File: src/rtl/io_port_unit.sv
// I/O responder for the memory stage: services IN (input FIFO pop) and OUT (output register write).
// Latency: a pushed word is readable the cycle after its push edge; an OUT shows on out_valid after its edge.
// Backpressure: in_ready drops at full or in reset; io_stall is raised combinationally until the request can complete.

// Input queue used by the port unit: circular buffer with show-ahead head word.
// Latency: a word pushed at edge N appears on head_dat after edge N (no bypass).
// Backpressure: push_rdy is low at full and while reset is asserted; a pop on empty is ignored.
module io_port_fifo #(
   parameter int WIDTH = 16,
   parameter int DEPTH = 4,
   parameter int PTR_W = 2
) (
   input  logic             clk,
   input  logic             reset,
   input  logic             push_vld,
   input  logic [WIDTH-1:0] push_dat,
   output logic             push_rdy,
   input  logic             pop_vld,
   output logic [WIDTH-1:0] head_dat,
   output logic             empty,
   output logic [PTR_W:0]   count
);
   // DEPTH is a power of two, so PTR_W-bit pointers wrap on their own.
   localparam logic [PTR_W:0] FULL_COUNT = (PTR_W+1)'(DEPTH);

   logic [WIDTH-1:0] mem [DEPTH];
   logic [PTR_W-1:0] rd_ptr;
   logic [PTR_W-1:0] wr_ptr;
   logic             full;
   logic             push;
   logic             pop;

   assign full     = (count == FULL_COUNT);
   assign empty    = (count == '0);
   assign push_rdy = reset & ~full;
   assign push     = push_vld & push_rdy;
   assign pop      = pop_vld & ~empty;

   // Head word is read straight from storage; an empty queue reads as zero.
   assign head_dat = empty ? '0 : mem[rd_ptr];

   // Storage is not reset: the pointers and count alone define what is valid.
   always_ff @(posedge clk) begin
      if (push) begin
         mem[wr_ptr] <= push_dat;
      end
   end

   // Pointer and occupancy tracking; a simultaneous push and pop leaves count unchanged.
   always_ff @(posedge clk or negedge reset) begin
      if (!reset) begin
         rd_ptr <= '0;
         wr_ptr <= '0;
         count  <= '0;
      end else begin
         if (push) begin
            wr_ptr <= wr_ptr + PTR_W'(1);
         end
         if (pop) begin
            rd_ptr <= rd_ptr + PTR_W'(1);
         end
         case ({push, pop})
            2'b10:   count <= count + (PTR_W+1)'(1);
            2'b01:   count <= count - (PTR_W+1)'(1);
            default: count <= count;
         endcase
      end
   end
endmodule

// Memory-stage I/O port unit: IN pops the input FIFO, OUT loads the output holding register.
// Latency: IN data is combinational in the request cycle; OUT data is registered (visible after the edge).
// Backpressure: io_stall holds the pipeline while the FIFO is empty (IN) or the output register is occupied (OUT).
module io_port_unit #(
   parameter int DATA_WIDTH = 16,
   parameter int FIFO_DEPTH = 4,
   parameter int PTR_W      = 2
) (
   input  logic                  clk,
   input  logic                  reset,
   input  logic                  io_en,
   input  logic                  io_rd,
   input  logic                  io_wr,
   input  logic [DATA_WIDTH-1:0] io_wdata,
   output logic [DATA_WIDTH-1:0] io_rdata,
   output logic                  io_stall,
   input  logic [DATA_WIDTH-1:0] in_data,
   input  logic                  in_valid,
   output logic                  in_ready,
   output logic [DATA_WIDTH-1:0] out_data,
   output logic                  out_valid,
   input  logic                  out_ready,
   output logic [PTR_W:0]        in_count
);
   logic rd_req;
   logic wr_req;
   logic fifo_empty;
   logic out_free;
   logic wr_accept;
   logic out_drain;

   // A read takes priority when both IN and OUT bits are set; the OUT is dropped, not stalled on.
   assign rd_req = io_en & io_rd;
   assign wr_req = io_en & io_wr & ~io_rd;

   // The holding register can take a new word if empty or if its current word leaves this cycle.
   assign out_free  = ~out_valid | out_ready;
   assign wr_accept = wr_req & out_free;
   assign out_drain = out_valid & out_ready;

   // A stalled request has no side effect: the FIFO ignores pops on empty, and wr_accept is low.
   assign io_stall = (rd_req & fifo_empty) | (wr_req & ~out_free);

   io_port_fifo #(
      .WIDTH (DATA_WIDTH),
      .DEPTH (FIFO_DEPTH),
      .PTR_W (PTR_W)
   ) u_in_fifo (
      .clk      (clk),
      .reset    (reset),
      .push_vld (in_valid),
      .push_dat (in_data),
      .push_rdy (in_ready),
      .pop_vld  (rd_req),
      .head_dat (io_rdata),
      .empty    (fifo_empty),
      .count    (in_count)
   );

   // Output holding register: load on an accepted OUT, otherwise clear valid once the sink takes the word.
   always_ff @(posedge clk or negedge reset) begin
      if (!reset) begin
         out_valid <= 1'b0;
         out_data  <= '0;
      end else if (wr_accept) begin
         out_valid <= 1'b1;
         out_data  <= io_wdata;
      end else if (out_drain) begin
         out_valid <= 1'b0;
      end
   end
endmodule

File: config.mk
export PLATFORM = sky130hd
export DESIGN_NAME = io_port_unit
export DESIGN_NICKNAME = d
export VERILOG_FILES = /design/src/rtl/io_port_unit.sv
export SDC_FILE = /design/constraint.sdc
export NUM_CORES = 1
export LEC_CHECK = 0
export ABC_AREA = 1
export CAP_MARGIN = 20
export CORE_MARGIN = 2
export CORE_UTILIZATION = 30
export DETAILED_ROUTE_END_ITERATION = 8
export HOLD_SLACK_MARGIN = 0.08
export SLEW_MARGIN = 20
export SYNTH_ARGS = -nofsm -noshare
export SYNTH_HDL_FRONTEND = slang
export SYNTH_SLANG_ARGS = --single-unit
File: constraint.sdc
create_clock -name clk -period 1.9 [get_ports clk]
set_input_delay 0.285 -clock clk [delete_from_list [all_inputs] [get_ports clk]]
set_output_delay 0.285 -clock clk [all_outputs]
set_load 0.02 [all_outputs]
### Word level (Yosys, flattened, before mapping)

Memory sizes are Yosys's and may differ from the RTL's.
Index checks and enable logic that the tools add are counted.
W data, S select, Z words.

* register bits after elaboration: 24
* bits in writable memories: 64
* input bits: 39
* output and inout bits: 38
* word-level logic and storage cells: 39
* memories: 1

Memory list
* u_in_fifo.mem: words 4, width 16, read ports 1, clocked after memory_dff 0, write ports 1, line 26 `logic [WIDTH-1:0] mem [DEPTH];`

* add/subtract/negate cells: 4
* equality and inequality tests: 3
* multiplexer cells: 6
* bitwise operators: 17
* reductions and logical operators: 3

Operators with widths (number)
* $mux W16: 1
* $and A1 B1 Y1: 10
* $pmux W3 S2: 1
* $not A1 Y1: 5
* $add A2 B1 Y2 const B: 2
* $mux W1: 4
* $reduce_bool A2 Y1: 2
* $add A3 B1 Y3 const B: 1
* $eq A3 B3 Y1 const B: 1
* $logic_not A3 Y1: 1
* $sub A3 B1 Y3 const B: 1
* $eq A2 B1 Y1 const B: 1
* $eq A2 B2 Y1 const B: 1
* $or A1 B1 Y1: 2

### Logic depth before layout (Yosys ltp)

* depth after elaboration: 6
* depth in mapped cells: 12
* mapped depth without buffers: 12

### Modules after synthesis

A second synthesis with hierarchy kept.

* cell total of the unflattened synthesis: 389
* area total of the unflattened synthesis: 4086.4 um^2

By module, submodules not included
* io_port_fifo: times used 1, cells each 310, area each 3365.7 um^2, sequential area each 2097.0 um^2
* io_port_unit: times used 1, cells each 79, area each 720.7 um^2, sequential area each 425.4 um^2

### Worst setup path before layout

No wires, ideal clock.

* path kind: register -> register
* start point: reg u_in_fifo.count[0]
* end point: mem u_in_fifo.mem[0][0] (enable)
* library setup time: 389 ps
* data arrival time: 1644 ps
* required time: 1511 ps
* path slack: -133 ps
* stages on the path, launching flop included: 5
* path buffers: 0
* period minus slack after synthesis: 2033 ps
* cells stage by stage: dfrtp_1 inv_1 nand3_1 nand3_1 nor2_1

* word-level cells in the longest chain between the ends: 6

RTL lines
* start: declaration: line 21 `output logic [PTR_W:0] count`
* start signal: assignment: line 63 `2'b10: count <= count + (PTR_W+1)'(1);`
* start signal: assignment: line 64 `2'b01: count <= count - (PTR_W+1)'(1);`
* start signal: assignment: line 65 `default: count <= count;`
* $eq A3 B3 Y1: line 33 `assign full = (count == FULL_COUNT);`
* $not A1 Y1: line 35 `assign push_rdy = reset & ~full;`
* $and A1 B1 Y1: line 35
* $and A1 B1 Y1: line 36 `assign push = push_vld & push_rdy;`
* $mux W1: line 44 `if (push) begin`
* $mux W1 (not written as such): line 45 `mem[wr_ptr] <= push_dat;`
* end: declaration: line 26

No other way between the ends.

### Worst setup path in the final report

* start point: reg u_in_fifo.rd_ptr[0]
* end point: out io_rdata[0]

* word-level cells in the longest chain between the ends: 2

RTL lines
* start: declaration: line 27 `logic [PTR_W-1:0] rd_ptr;`
* start signal: assignment: line 60 `rd_ptr <= rd_ptr + PTR_W'(1);`
* $mem_v2 Z4 W16
* $mux W16: line 40 `assign head_dat = empty ? '0 : mem[rd_ptr];`
* end: declaration: line 85 `output logic [DATA_WIDTH-1:0] io_rdata,`

No other way between the ends.

==> run metrics <==
status=completed; Hold Buf Count CTS=0; Starting DRT DRC Count=150; GPL Wtd Cong=~0.75; total wire length=about 8500 um; Yosys reg bits=88; total negative slack=0 ns; reg-to-reg slack, setup=around 0.13 ns; critical path's slowest cell=dfrtp_1; Overflow after GRT=0; crit path cell chain=inv_4 -> nand2_1 -> nand3_1 -> a21oi_1 -> dlygate4sd2_1; vias in the first global route=~2900; worst-path fanout max=33; clk buf depth=2; crit path kind=flop to output port; crit end category=output port; area growth from synthesis to layout=36.1%; Max-slew headroom=~77%; Detail Route Antenna Nets=0; Hold Vio Cnt, Final=0; number of vias per cell=4.29; final setup fails=0; sw frac=35.8%; Die Ht=roughly 120 um; Final #Nets=about 540; pre-CTS setup slack=-0.297 ns; Die Area=~0.014 mm^2; RSZ-0062 raised after global routing=yes; Startpoint Class=flop; synthesized area=approximately 0.0039 mm^2; Post-Syn Instances=~390; Int Pwr=4.71 mW; Tcrit/Tclk final=roughly 99%; Num CTS Buffers=9; Non-Filler Instances=670; Rows=slightly above 40; Synth warnings=0; HP Class=primary input to async pin; switching power=approximately 2.6 mW; Pwr Total=~7.3 mW; critical path buffer and inverter count=2; total track usage=12.8%; part of the power in combinational logic=about two fifths; Routed WL per cell=about 13 um; setup slack after layout=0.0134 ns; maximum vdd ir drop=between 0.5 and 0.6 mV; Initial Utilization=30.9%; half-perimeter wire length after placement=5890 um; clk slew on worst S/H paths=around 0.06 ns; Antenna diodes=0; TritonCTS Sinks=88; TritonRoute pass-1 iters=5; utilization after layout=42.0%; Synth Area per Inst=10.1 um^2; Port-buffer cells=76; Reg-to-Reg Start=u_in_fifo.count[0]; Pwr Density=1370 mW/mm^2; final slew viol count=0; placed cells=between 600 and 700; Least-Margin Pin Slew=0.343 ns; Die Span X=about 120 um; Syn Nets=around 430; Seq/Total Area, Yosys=64.3%; residual DRC count=0; initial antenna violation count=0; first-pass GRT wire length=~14000 um; Post-DP Area=0.00505 mm^2; Clock Latency Late Sink=0.33 ns; clock group share of total power=25.3%; layout cell share with drive strength beyond 1=between 15 and 20%; Worst path top cell family by delay=buffers and inverters; Crit path required time=roughly 1.6 ns; leak pwr=2.45 nW; Top Ports=77; fin area=approximately 0.0053 mm^2; Core Area=about 0.013 mm^2; final hold slack=between 0.3 and 0.4 ns; CTS tree=done; crit path launch=u_in_fifo.rd_ptr[0]; f_max=0.530 GHz; largest net degree at the start of global routing=34; Fillers=1274; Final Skew=roughly 0.0045 ns; Worst Path Arrival=1.60 ns; max-cap violations=0; Flop pwr share=33.7%; Root Driver=clkbuf_16; depth of the CTS H-tree=3; via count=approximately 2900; Max stage delay on crit path=0.41 ns; minimum period implied by the final worst setup slack=between 1.5 and 2 ns; Unique masters post-synth=22
[repair_timing]
item                       CTS  global route
resized for setup           45            25
cloned                       0             0
setup buffers                0             1
setup endpoints to repair   19            18
pin swaps                    0             1
[cell families after synthesis]
group                      after synthesis  share of synthesized area (%)
DFF                                     88                           64.3
adders and majority gates                6                           2.10
xor gates and xnor gates                 2                          0.446
AOI/OAI and AO/OA                       19                           2.42
and+or+nand+nor                        177                           19.7
buffers and inverters                   96                           11.0
[Yosys cell counts]
master | n | area share (%)
xnor2_1 | 2 | 0.45
nor2_1 | 4 | 0.38
nand2_4 | 1 | 0.29
nand4_1 | 3 | 0.48
nand3_1 | 52 | 6.6
inv_2 | 1 | 0.096
ha_1 | 5 | 1.6
nand2_1 | 112 | 11
inv_1 | 80 | 7.7
buf_6 | 8 | 2.3
inv_4 | 1 | 0.16
a21oi_1 | 16 | 2.0
edfxtp_1 | 64 | 49
dfrtp_1 | 24 | 15
nand2_2 | 2 | 0.32
nor2_8 | 1 | 0.51
fa_1 | 1 | 0.51
buf_2 | 5 | 0.64
o21ai_0 | 3 | 0.38
nand3_2 | 1 | 0.26
buf_4 | 1 | 0.19
and2_1 | 1 | 0.16
[worst paths after layout]
| path | endpoint | cells past startpoint |
|---|---|---|
| worst max-delay path | io_rdata[0] | 5 |
| worst min-delay path | u_in_fifo.rd_ptr[1] | 2 |
| worst max register to register | u_in_fifo.count[1] | 9 |
| worst min register to register | out_data[7] | 2 |
| max in group asynchronous | out_data[7] | 2 |
| min in group clk | out_data[7] | 2 |
[worst register-to-register path: stages, from the launching register on]
cell and delay [ns]:
dfrtp_1 0.39, inv_2 0.12, nand3_4 0.10, buf_4 0.15, nand2_1 0.07, inv_1 0.06
ha_2 0.19, inv_2 0.06, fa_2 0.42, o21ai_1 0.14
[state kept, by name (all words and copies together), names as in the netlist]
name              cells
out_data             16
u_in_fifo.wr_ptr      2
out_valid             1
u_in_fifo.count       3
u_in_fifo.rd_ptr      2
u_in_fifo.mem        64
[layout by cell type (no fill, tap or decap)]
cell type,Yosys,layout
buf_2,5,8
dlymetal6s2s_1,0,1
clkbuf_16,0,9
a21oi_1,16,15
clkbuf_1,0,2
nor2_8,1,1
fa_2,0,1
buf_4,1,29
o21ai_0,3,2
buf_12,0,3
nor2_1,4,4
nand2_2,2,2
clkbuf_2,0,5
nand2_1,112,112
inv_1,80,75
xnor2_1,2,2
nand3_4,0,2
nand2_4,1,1
inv_4,1,2
inv_2,1,5
clkinv_1,0,1
a21oi_2,0,1
clkdlybuf4s50_1,0,57
nand3_1,52,50
nand4_1,3,3
ha_2,0,1
bufinv_16,0,2
clkinv_4,0,2
o21ai_1,0,1
and2_1,1,1
clkdlybuf4s15_1,0,2
edfxtp_1,64,64
ha_1,5,4
nand3_2,1,1
dlygate4sd2_1,0,3
dfrtp_1,24,24
[area by class of cell]
type                            count  area (um^2)  share of cell area, %
Clock inverter                      5         81.3                   1.52
Inverter                           82          313                   5.86
Tap cell                          172          215                   4.03
Multi-Input combinational cell    204         1000                   18.8
Timing Repair Buffer              108          972                   18.2
Clock buffer                       11          233                   4.36
Sequential cell                    88         2520                   47.2
[power by group through the flow]
stage / Combinational (mW) / Sequential (mW) / Clock (mW)
after floorplan: 1.66 / 2.61 / 0
after global placement: 3.14 / 2.50 / 0
after detailed placement: 3.18 / 2.50 / 0
after CTS: 3.07 / 2.47 / 1.91
after global routing: 3.30 / 2.50 / 2.00
final: 3.00 / 2.47 / 1.85
[layer usage]
metal | GRT usage, % | vias to the layer above | share of wire, %
li1 | - | 1437 | -
met1 | 15.3 | 1337 | 44
met2 | 21.5 | 84 | 47
met3 | 3.67 | 14 | 7.2
met4 | 5.58 | 0 | 1.9
met5 | 0 | - | 0
Note: power is estimated with default switching activity, not from simulation.
